--- src/rtl/snake_pkg.sv ---
// snake_pkg: field limits, widths, shared payload types and the make_item state encoding.
package snake_pkg;

    localparam int unsigned XSIZE    = 48;
    localparam int unsigned YSIZE    = 63;
    localparam int unsigned MAX_SIZE = 3072;
    localparam int unsigned CW       = 6;
    localparam int unsigned SW       = 9;
    localparam int unsigned AW       = 12;

    typedef enum logic [1:0] {
        IDLE = 2'b00,
        DRAW = 2'b01,
        SCAN = 2'b10,
        DONE = 2'b11
    } mi_state_e;

    typedef struct packed {
        logic [CW-1:0] x;
        logic [CW-1:0] y;
    } coord_t;

endpackage

--- src/rtl/lfsr16.sv ---
// lfsr16: free-running 16-bit Fibonacci LFSR, x^16+x^14+x^13+x^11+1, shifting left every clock.
module lfsr16 #(
    parameter logic [15:0] SEED = 16'hACE1
) (
    input  logic        i_Clk,
    input  logic        i_Rst,
    output logic [15:0] o_Q
);

    logic [15:0] r_q;
    logic        w_fb;

    assign w_fb = r_q[15] ^ r_q[13] ^ r_q[12] ^ r_q[10];

    always_ff @(posedge i_Clk or negedge i_Rst) begin
        if (!i_Rst) r_q <= SEED;
        else        r_q <= {r_q[14:0], w_fb};
    end

    assign o_Q = r_q;

endmodule

--- src/rtl/make_item.sv ---
// make_item: places the food item on a free field cell using LFSR draws and a body-queue scan.
// Optional MAKE_ITEM_TIMEOUT_EN bounds retries at MAX_TRY and reports o_Full with item (0,0).
module make_item
    import snake_pkg::*;
#(
    parameter int unsigned XMAX      = XSIZE,
    parameter int unsigned YMAX      = YSIZE,
    parameter int unsigned MAX_SIZE  = snake_pkg::MAX_SIZE,
    parameter logic [15:0] LFSR_SEED = 16'hACE1
`ifdef MAKE_ITEM_TIMEOUT_EN
    ,
    parameter int unsigned MAX_TRY   = 255
`endif
) (
    input  logic                        i_Clk,
    input  logic                        i_Rst,
    input  logic                        i_Req,
    input  logic [CW-1:0]               i_Head_x,
    input  logic [CW-1:0]               i_Head_y,
    input  logic [SW-1:0]               i_Size,
    output logic [$clog2(MAX_SIZE)-1:0] o_Body_Addr,
    input  logic [CW-1:0]               i_Body_x,
    input  logic [CW-1:0]               i_Body_y,
    output logic [CW-1:0]               o_Item_x,
    output logic [CW-1:0]               o_Item_y,
    output logic                        o_isMakeItem_Done,
`ifdef MAKE_ITEM_TIMEOUT_EN
    output logic                        o_Full,
`endif
    output logic                        o_Busy
);

    localparam int unsigned AWL = $clog2(MAX_SIZE);
    localparam int unsigned CW1 = CW + 1;

    mi_state_e        r_state, w_next;
    logic [15:0]      w_lfsr;
    coord_t           w_draw, r_cand, w_cand_n, r_item, w_item_n;
    logic [AWL-1:0]   r_addr, w_addr_n;
    logic             r_done, w_done_n, r_busy, w_busy_n;
    logic             w_draw_bad, w_hit, w_last;
    logic             w_unused_lfsr;

    lfsr16 #(.SEED(LFSR_SEED)) u_lfsr (
        .i_Clk (i_Clk),
        .i_Rst (i_Rst),
        .o_Q   (w_lfsr)
    );

    assign w_draw        = {w_lfsr[5:0], w_lfsr[11:6]};
    assign w_unused_lfsr = ^w_lfsr[15:12];

    // Off-field or head-occupied draws are discarded; widened compare keeps the limits general.
    assign w_draw_bad = (w_draw.x == '0) || ({1'b0, w_draw.x} > CW1'(XMAX)) ||
                        (w_draw.y == '0) || ({1'b0, w_draw.y} > CW1'(YMAX)) ||
                        ((w_draw.x == i_Head_x) && (w_draw.y == i_Head_y));
    assign w_hit  = (r_cand.x == i_Body_x) && (r_cand.y == i_Body_y);
    assign w_last = (r_addr == (AWL'(i_Size) - AWL'(1)));

`ifdef MAKE_ITEM_TIMEOUT_EN
    logic [7:0] r_try, w_try_n;
    logic       r_full, w_full_n;
    logic       w_reject, w_timeout;

    assign w_reject  = ((r_state == DRAW) && w_draw_bad) || ((r_state == SCAN) && w_hit);
    assign w_timeout = w_reject && ((r_try + 8'd1) == 8'(MAX_TRY));
`endif

    always_ff @(posedge i_Clk or negedge i_Rst) begin
        if (!i_Rst) r_state <= IDLE;
        else        r_state <= w_next;
    end

    always_comb begin
        w_next = r_state;
        case (r_state)
            IDLE: if (i_Req) w_next = DRAW;
            DRAW: if (!w_draw_bad) w_next = (i_Size == '0) ? DONE : SCAN;
            SCAN: begin
                if (w_hit)       w_next = DRAW;
                else if (w_last) w_next = DONE;
            end
            DONE: w_next = IDLE;
            default: w_next = IDLE;
        endcase
`ifdef MAKE_ITEM_TIMEOUT_EN
        if (w_timeout) w_next = DONE;
`endif
    end

    // Next values of all registered outputs and datapath registers.
    always_comb begin
        w_cand_n = r_cand;
        w_addr_n = r_addr;
        w_item_n = r_item;
        w_done_n = (w_next == DONE);
        w_busy_n = (w_next != IDLE);
        case (r_state)
            DRAW: begin
                w_cand_n = w_draw;
                w_addr_n = '0;
            end
            SCAN: if (!w_hit && !w_last) w_addr_n = r_addr + AWL'(1);
            default: ;
        endcase
        if (w_next == DONE) w_item_n = (r_state == DRAW) ? w_draw : r_cand;
`ifdef MAKE_ITEM_TIMEOUT_EN
        w_try_n  = r_try;
        w_full_n = r_full;
        if ((r_state == IDLE) && i_Req) begin
            w_try_n  = '0;
            w_full_n = 1'b0;
        end else if (w_reject) begin
            w_try_n = r_try + 8'd1;
        end
        if (w_timeout) begin
            w_item_n = '0;
            w_full_n = 1'b1;
        end
`endif
    end

    always_ff @(posedge i_Clk or negedge i_Rst) begin
        if (!i_Rst) begin
            r_cand <= '0;
            r_addr <= '0;
            r_item <= '0;
            r_done <= 1'b0;
            r_busy <= 1'b0;
        end else begin
            r_cand <= w_cand_n;
            r_addr <= w_addr_n;
            r_item <= w_item_n;
            r_done <= w_done_n;
            r_busy <= w_busy_n;
        end
    end

`ifdef MAKE_ITEM_TIMEOUT_EN
    always_ff @(posedge i_Clk or negedge i_Rst) begin
        if (!i_Rst) begin
            r_try  <= '0;
            r_full <= 1'b0;
        end else begin
            r_try  <= w_try_n;
            r_full <= w_full_n;
        end
    end

    assign o_Full = r_full;
`endif

    assign o_Body_Addr       = r_addr;
    assign o_Item_x          = r_item.x;
    assign o_Item_y          = r_item.y;
    assign o_isMakeItem_Done = r_done;
    assign o_Busy            = r_busy;

endmodule

--- config.mk ---
export PLATFORM = sky130hd
export DESIGN_NAME = make_item
export DESIGN_NICKNAME = d
export VERILOG_FILES = /design/src/rtl/snake_pkg.sv /design/src/rtl/lfsr16.sv /design/src/rtl/make_item.sv
export SDC_FILE = /design/constraint.sdc
export NUM_CORES = 1
export LEC_CHECK = 0
export ABC_AREA = 1
export BUFFER_PORTS_ARGS = -buffer_cell sky130_fd_sc_hd__clkbuf_2
export CORE_MARGIN = 4
export CORE_UTILIZATION = 55
export CTS_CLUSTER_SIZE = 20
export DETAILED_ROUTE_END_ITERATION = 12
export PLACE_DENSITY = 0.8
export SLEW_MARGIN = 20
export SYNTH_ARGS = -nofsm -noshare
export SYNTH_HDL_FRONTEND = slang
export SYNTH_SLANG_ARGS = --single-unit
--- constraint.sdc ---
create_clock -name i_Clk -period 2.05 [get_ports i_Clk]
set_input_delay 0 -clock i_Clk [delete_from_list [all_inputs] [get_ports i_Clk]]
set_output_delay 0 -clock i_Clk [all_outputs]
set_load 0.03 [all_outputs]
# Word level (Yosys, flattened, before mapping)
# Index checks and enable logic that the tools add are counted.
dict set report word_totals {
  reg_bits 56
  out_inout_bits 26
}
dict set report op_classes {
  n_addsub 2
  order_cmp 1
  n_eq_ne 10
  mux 9
  bitwise 3
  reduce_logical 15
}
# op count
set ops {}
lappend ops {{6-bit equality test} 4}
lappend ops {{12-bit two-way mux} 2}
lappend ops {{12-bit one-hot mux with 2 select lines} 1}
lappend ops {{12-bit by 1-bit adder with 12-bit output, second input constant} 1}
lappend ops {{12-bit equality test} 1}
lappend ops {{6-bit zero test} 2}
lappend ops {{9-bit by 1-bit subtractor with 10-bit output, second input constant} 1}
lappend ops {{9-bit zero test} 1}
lappend ops {{2-bit two-way mux} 4}
lappend ops {{2-bit one-hot mux with 4 select lines} 1}
lappend ops {{2-bit equality test, second input constant} 3}
lappend ops {{6-bit greater-than comparator, second input constant} 1}
lappend ops {{2-bit nonzero test} 2}
lappend ops {{1-bit logical AND} 3}
lappend ops {{1-bit logical OR} 3}
lappend ops {{1-bit bitwise XOR} 3}
lappend ops {{2-bit by 1-bit equality test with 1-bit output, second input constant} 1}
lappend ops {{1-bit zero test} 2}
lappend ops {{2-bit zero test} 1}
lappend ops {{2-bit != test, second input constant} 1}
lappend ops {{2-bit AND reduction} 1}
lappend ops {{1-bit two-way mux} 1}

# Depth between registers and ports, before layout
# Gate-level depths: netlist (run 1).
dict set report depth {
  ltp_word 7
  mapped_depth 19
  mapped_depth_nobuf 18
}

# Hierarchy
# Synthesis (run 1) repeated with hierarchy kept, for this count alone.
dict set report unflattened {
  hier_cells 386
  area_unflattened_um2 3051.7
}
# module instances cells_each area_each_um2 seq_area_each_um2
set modules_own_cells {}
lappend modules_own_cells {make_item 1 353 2570.0 1001.0}
lappend modules_own_cells {lfsr16 1 33 481.7 410.4}

# Least setup slack after synthesis (run 1)
# Ideal clock, no wire load.
dict set report synth_path {
  kind {register to register}
  start {register r_addr[3], in the netlist o_Body_Addr[3]}
  end {register r_item, in the netlist o_Item_x[0]}
  setup_time_ns 0.118
  t_arrival_ns 1.743
  slack_ns 0.189
  stages_incl_launch_ff 17
  period_less_slack_ns 1.861
  path_cell_list {dfrtp_1 -> buf_2 -> inv_1 -> nand2_1 -> nand2_1 -> nand2_1 -> a21oi_1 -> nand3_1 -> nor2_1 -> nand2_1 -> nand2_1 -> nand2_1 -> nand2_2 -> nand2_4 -> buf_6 -> nand2_1 -> nand2_1}
}
dict set report synth_via {
  elab_chain_len 5
}
# item line
set synth_rtl {}
lappend synth_rtl {{start, declared} make_item.sv:39} ;# logic [AWL-1:0] r_addr, w_addr_n;
lappend synth_rtl {{start signal, assigned} make_item.sv:132} ;# r_addr <= w_addr_n;
lappend synth_rtl {{12-bit equality test} make_item.sv:58} ;# assign w_last = (r_addr == (AWL'(i_Size) - AWL'(1)));
lappend synth_rtl {{2-bit two-way mux} make_item.sv:81} ;# else if (w_last) w_next = DONE;
lappend synth_rtl {{2-bit two-way mux} make_item.sv:80} ;# if (w_hit) w_next = DRAW;
lappend synth_rtl {{2-bit one-hot mux with 4 select lines} make_item.sv:76} ;# case (r_state)
lappend synth_rtl {{2-bit equality test} make_item.sv:106} ;# if (w_next == DONE) w_item_n = (r_state == DRAW) ? w_draw : r_cand;
lappend synth_rtl {{end signal, assigned} make_item.sv:133} ;# r_item <= w_item_n;
lappend synth_rtl {{end, declared} make_item.sv:38} ;# coord_t w_draw, r_cand, w_cand_n, r_item, w_item_n;
# No other way between the ends.
# A chain may end at the register's enable or synchronous reset.

# Worst setup path after layout (run 1)
dict set report layout_path {
  start {register r_addr[3], in the netlist o_Body_Addr[3]}
  end {register r_item, in the netlist o_Item_x[5]}
}
# The elaborated chain is that of the path after synthesis.

==> metrics.txt, run 1 <==
outcome=complete, no violations; CP max FO=11; GPL Wtd Cong=0.8905; routed vias/inst=5.128; vias in the first global route=2646; critical path startpoint category=flop; cell-internal power=1.412 mW; Detailed Route WL=6817 um; Post-synth EDFFs=0; Reg2Reg Setup Slack=0.20 ns; crit share post-route=90.33%; Area growth syn-to-layout=15.89%; CP Data Required Time=2.30 ns; Tmin final=1.852 ns; vias=2728; relative max-transition margin=55.72%; Reg-to-Reg End=o_Item_x[5]; Setup CP Type=flop to flop; worst-margin pin slew=0.6643 ns; largest family of logic cells by synthesized area=simple AND/OR/NAND/NOR gates; Synth Area in Adders=0.8026%; DRT iter0 DRCs=213; CP endpoint=o_Item_x[5]; CTS buffer count=5; Final Hold Vio Count=0; ys flop type=dfrtp_1; # rows=27; Reg2Reg Depth=14; area post-placement=3503 um2; ranking of synthesized cells by area=dfrtp_1 (39%), nand2_1 (14%), xor2_1 (7.3%); largest net degree at the start of global routing=57; Min-Delay Path Class=input pin to flop; Core Region=5507 um2; CTS Buffer Depth=2; clk root buf=clkbuf_8; CTS tree=yes; full die area=6938 um2; cell area after synthesis=3118 um2; average routed wire per standard cell=12.81 um; Async S/R FF share, synth=100.0%; post-synthesis xor/xnor area fraction=11.80%; Nets=497; mux contribution to synthesized area=0%; CTS clk-pin slew, worst paths=0.10 ns; Worst-Skew Late Latency=0.30 ns; Clock power frac=32.2%; NetSw=436.3 uW; VDD IR max=0.4040 mV; Cells after DPL=523; fin cells=532; final setup vio count=0; Min Hold Slack=0.1814 ns; Yosys top cell area share=38.52%; GRT Total Usage=20.23%; Die Y=83.30 um; Crit. End Element=flop; f_max=540.0 MHz; # IOs=62; total power=1.849 mW; H-tree depth=2; Leak Pwr=1.877 nW; Remaining DRCs=0; Unique masters post-synth=33; Synthesized Nets=431; syn_area_per_cell=7.934 um2; most frequent cell after synthesis=nand2_1; switch share=23.60%; Worst Clk Skew=0.01135 ns; diode count=0; Synth area leader=dfrtp_1; Pwr per Cell Area=511.6 nW/um2; final design utilization=65.62%; Port Buffers=61; CTS sink cnt=56; CP arrival=2.10 ns; sequential share of the synthesized area=45.26%; antenna violations before repair=0; yosys warns=0; part of the power in combinational logic=8.0%; starting density of the core=56.62%; crit path from=o_Body_Addr[3]; #FFs+latches synth=56; FF-to-FF Start=o_Body_Addr[3]; first-pass GRT wire length=11640 um; ANT nets after route=0; Finished Cell Area=3613 um2; share of cells above drive strength 1=21.52%; Max-Cap Viols=0; synth cell count leaders=nand2_1 (115), dfrtp_1 (48), nand3_1 (40); first-pass detailed-route iteration total=4; Flop pwr share=59.8%; Synth Area in Simple Gates=30.90%; DPL Wire Length=5301 um; Slew Viols, Final=0; Syn Inst Count=393; die width=83.30 um; Synth Area in Compound Gates=4.414%; GRT Residual Overflow=0
registers in the layout, indices dropped and copies added, names as in the netlist:
name and flops:
u_lfsr.o_Q 16, o_Busy 1, o_Item_y 6, o_Item_x 6, o_isMakeItem_Done 1, r_state 2, r_cand 12, o_Body_Addr 12
cell usage in the layout (no fill, tap or decap), types with 6 or more instances in the layout:
cell	n
buf_4	7
clkbuf_2	61
dfrtp_1	48
dfstp_2	8
inv_1	36
nand2_1	114
nand2_2	6
nand3_1	40
nand4_1	6
nor2_1	34
nor3_1	7
o21ai_0	15
xnor2_1	16
xor2_1	26
power by group through the flow:
stage	sequential (mW)	combinational (mW)	clock (mW)
6_report	1.10	0.149	0.595
5_1_grt	1.10	0.170	0.664
4_1_cts	1.10	0.152	0.613
3_5_place_dp	1.13	0.150	0
3_3_place_gp	1.13	0.147	0
2_1_floorplan	1.13	0.0714	0
stage by stage:
stage          setup slack [ns]  setup TNS (ns)
2_1_floorplan            0.1891               0
6_report                 0.1983               0
3_5_place_dp             0.1013               0
3_3_place_gp             0.1893               0
4_1_cts                 0.09563               0
5_1_grt                -0.02860        -0.09045
metal layers:
metal	global-route usage, %	wire length [um]	vias to the layer above	part of all wire [%]
met5	0	0	-	0
li1	-	-	1376	-
met3	3.274	408	13	6.0
met2	33.31	3303	83	48
met1	27.16	2976	1256	44
met4	6.835	129	0	1.9
repair_timing:
action	4_1_cts	5_1_grt
gates resized for setup	0	3
hold endpoints to repair	48	0
endpoints found under the setup margin	0	12
hold buffers	1	0
setup buffers	0	0
worst min-delay path by stage:
stage / startpoint / slack [ns] / end / depth (start not counted)
after floorplan: i_Rst / -0.30 / o_Body_Addr[0] / 0
after global placement: i_Rst / 0.17 / o_isMakeItem_Done / 2
after detailed placement: i_Rst / 0.17 / o_isMakeItem_Done / 2
after CTS: i_Req / 0.16 / r_state[0] / 5
after global routing: i_Req / 0.24 / r_state[0] / 5
final: i_Req / 0.18 / r_state[0] / 5
final cells by class:
type                    count  area, um2
clock buffers               6      72.57
multi-input cells         288       1504
fillers                   459       1893
well taps                  72      90.09
flip-flops and latches     56       1411
repair buffers             70      379.1
clock inverters             2      13.76
inverters                  38      142.6
critical path, stage by stage, from the launching register on:
cell,delay [ns]
dfrtp_1,0.44
inv_1,0.11
nand2_1,0.08
nand2_1,0.07
nand2_1,0.05
a21oi_1,0.18
nand3_1,0.10
nor2_1,0.12
nand2_1,0.07
nand2_1,0.06
nand2_1,0.06
nand2_2,0.14
buf_6,0.16
nand3_1,0.09
nand2_1,0.09
cells by family (layout without fill, tap and decap cells):
logic type / Yosys count / count (layout)
and+or+nand+nor: 220 / 220
DFF: 56 / 56
buffers and inverters: 49 / 116
xor gates and xnor gates: 42 / 42
AOI/OAI and AO/OA: 24 / 24
adders and majority gates: 2 / 2
(Power assumes the default switching activity.)
==> inputs of run 2 (changes only) <==
GPL_TIMING_DRIVEN = 0   (was not set)
==> metrics.txt, run 2 (same netlist as run 1, synthesis figures left out) <==
GPL Wtd Cong=0.9361; # rows=27; Detailed Route WL=6734 um; leading cell type in the layout, fill and taps excluded=nand2_1; vias in the first global route=2635; final setup vio count=0; Remaining DRCs=0; diode count=0; Min-Delay Path Class=input pin to flop; Setup CP Type=flop to flop; Final Hold Vio Count=0; postcts setup bufs=0; Finished Cell Area=3613 um2; Reg-to-Reg End=o_Body_Addr[5]; crit path from=o_Body_Addr[5]; Pwr per Cell Area=518.0 nW/um2; Leak Pwr=1.872 nW; ANT nets after route=0; antenna violations before repair=0; most frequent cells in the layout=nand2_1 (115), clkbuf_2 (61), dfrtp_1 (48); CP Data Required Time=2.25 ns; Final TNS setup=0 ns; CP endpoint=o_Body_Addr[5]; crit share post-route=91.86%; min setup slack post-route=0.1669 ns; DRT iter0 DRCs=170; CP arrival=2.08 ns; first-pass detailed-route iteration total=4; outcome=complete, no violations; routed vias/inst=5.101; Worst-Skew Late Latency=0.32 ns; starting density of the core=56.62%; largest net degree at the start of global routing=57; Die Y=83.30 um; pre-CTS WS=0.1413 ns; DPL Wire Length=5273 um; Port Buffers=61; Crit. End Element=flop; Worst Clk Skew=0.01450 ns; CTS clk-pin slew, worst paths=0.10 ns; area post-placement=3516 um2; total power=1.872 mW; VDD IR max=0.3569 mV; CTS Buffer Depth=2; Min Hold Slack=0.2388 ns; first-pass GRT wire length=11830 um; clk root buf=clkbuf_8; CTS sink cnt=56; # fillers=501; average routed wire per standard cell=12.63 um; f_max=531.0 MHz; Slew Viols, Final=0; worst-margin pin slew=0.7415 ns; Nets=498; relative max-transition margin=50.57%; Tmin final=1.883 ns; vias=2719; FF-to-FF Start=o_Body_Addr[5]; GRT Residual Overflow=0; CP max FO=10; Largest register FFs=16; CTS buffer count=5; share of cells above drive strength 1=21.26%; die width=83.30 um; CTS tree=yes; critical path startpoint category=flop; full die area=6938 um2; GRT Total Usage=20.49%; Reg2Reg Setup Slack=0.17 ns; Reg2Reg Depth=9; Core Region=5507 um2; Max-Cap Viols=0; # IOs=62; Area growth syn-to-layout=15.89%; H-tree depth=2
## run 2: layout make-up
cell class	count	area [um2]	area share (%)
Buffer	9	60.06	1.662
Clock buffer	5	68.82	1.904
Clock inverter	3	21.27	0.5886
Inverter	38	142.6	3.947
Multi-Input combinational cell	288	1501	41.55
Sequential cell	56	1411	39.06
Tap cell	72	90.09	2.493
Timing Repair Buffer	62	317.8	8.795
## run 2: layer usage
layer  global-route usage, %  wire, um  share of wire (%)  vias up
met5                       0         0                  0        -
met4                   6.092        77                1.1        0
met3                   3.075       316                4.7        6
met2                   34.69      3178                 47       72
met1                   27.20      3162                 47     1261
li1                        -         -                  -     1380
## run 2: report_power, final
| part | switching (mW) | internal (mW) |
|---|---|---|
| clock network | 0.374 | 0.244 |
| logic | 0.0870 | 0.0628 |
| registers | 0.0000000000000000522 | 1.10 |
| total | 0.461 | 1.41 |
## run 2: stage by stage
step                cells  util [%]
finish                533     65.62
global route          533     65.62
CTS                   535     65.67
detailed placement    526     63.85
global placement      526     63.80
floorplan             393         -
## run 2: worst max-delay path, cell delays in order (launching register included)
cell	delay (ns)
dfrtp_1	0.50
xnor2_1	0.28
xor2_1	0.17
nand2_1	0.08
nor3_2	0.13
nand3_1	0.15
nand2_2	0.15
nand2_2	0.15
nand2_1	0.11
nand2_1	0.05
## run 2: timing repair
item | 4_1_cts | 5_1_grt
endpoints found under the setup margin | 0 | 9
endpoints found under the hold margin | 48 | 0
hold buffers | 1 | 0
gates resized for setup | 0 | 3
## run 2: worst min-delay path by stage
stage	from	endpoint	slack [ns]	depth (start not counted)
2_1_floorplan	i_Rst	o_Body_Addr[0]	-0.30	0
3_3_place_gp	u_lfsr.o_Q[14]	u_lfsr.o_Q[15]	0.34	0
3_5_place_dp	i_Rst	o_isMakeItem_Done	0.14	1
4_1_cts	i_Req	o_Busy	0.27	6
5_1_grt	i_Req	o_Busy	0.30	6
6_report	i_Req	o_Busy	0.24	6
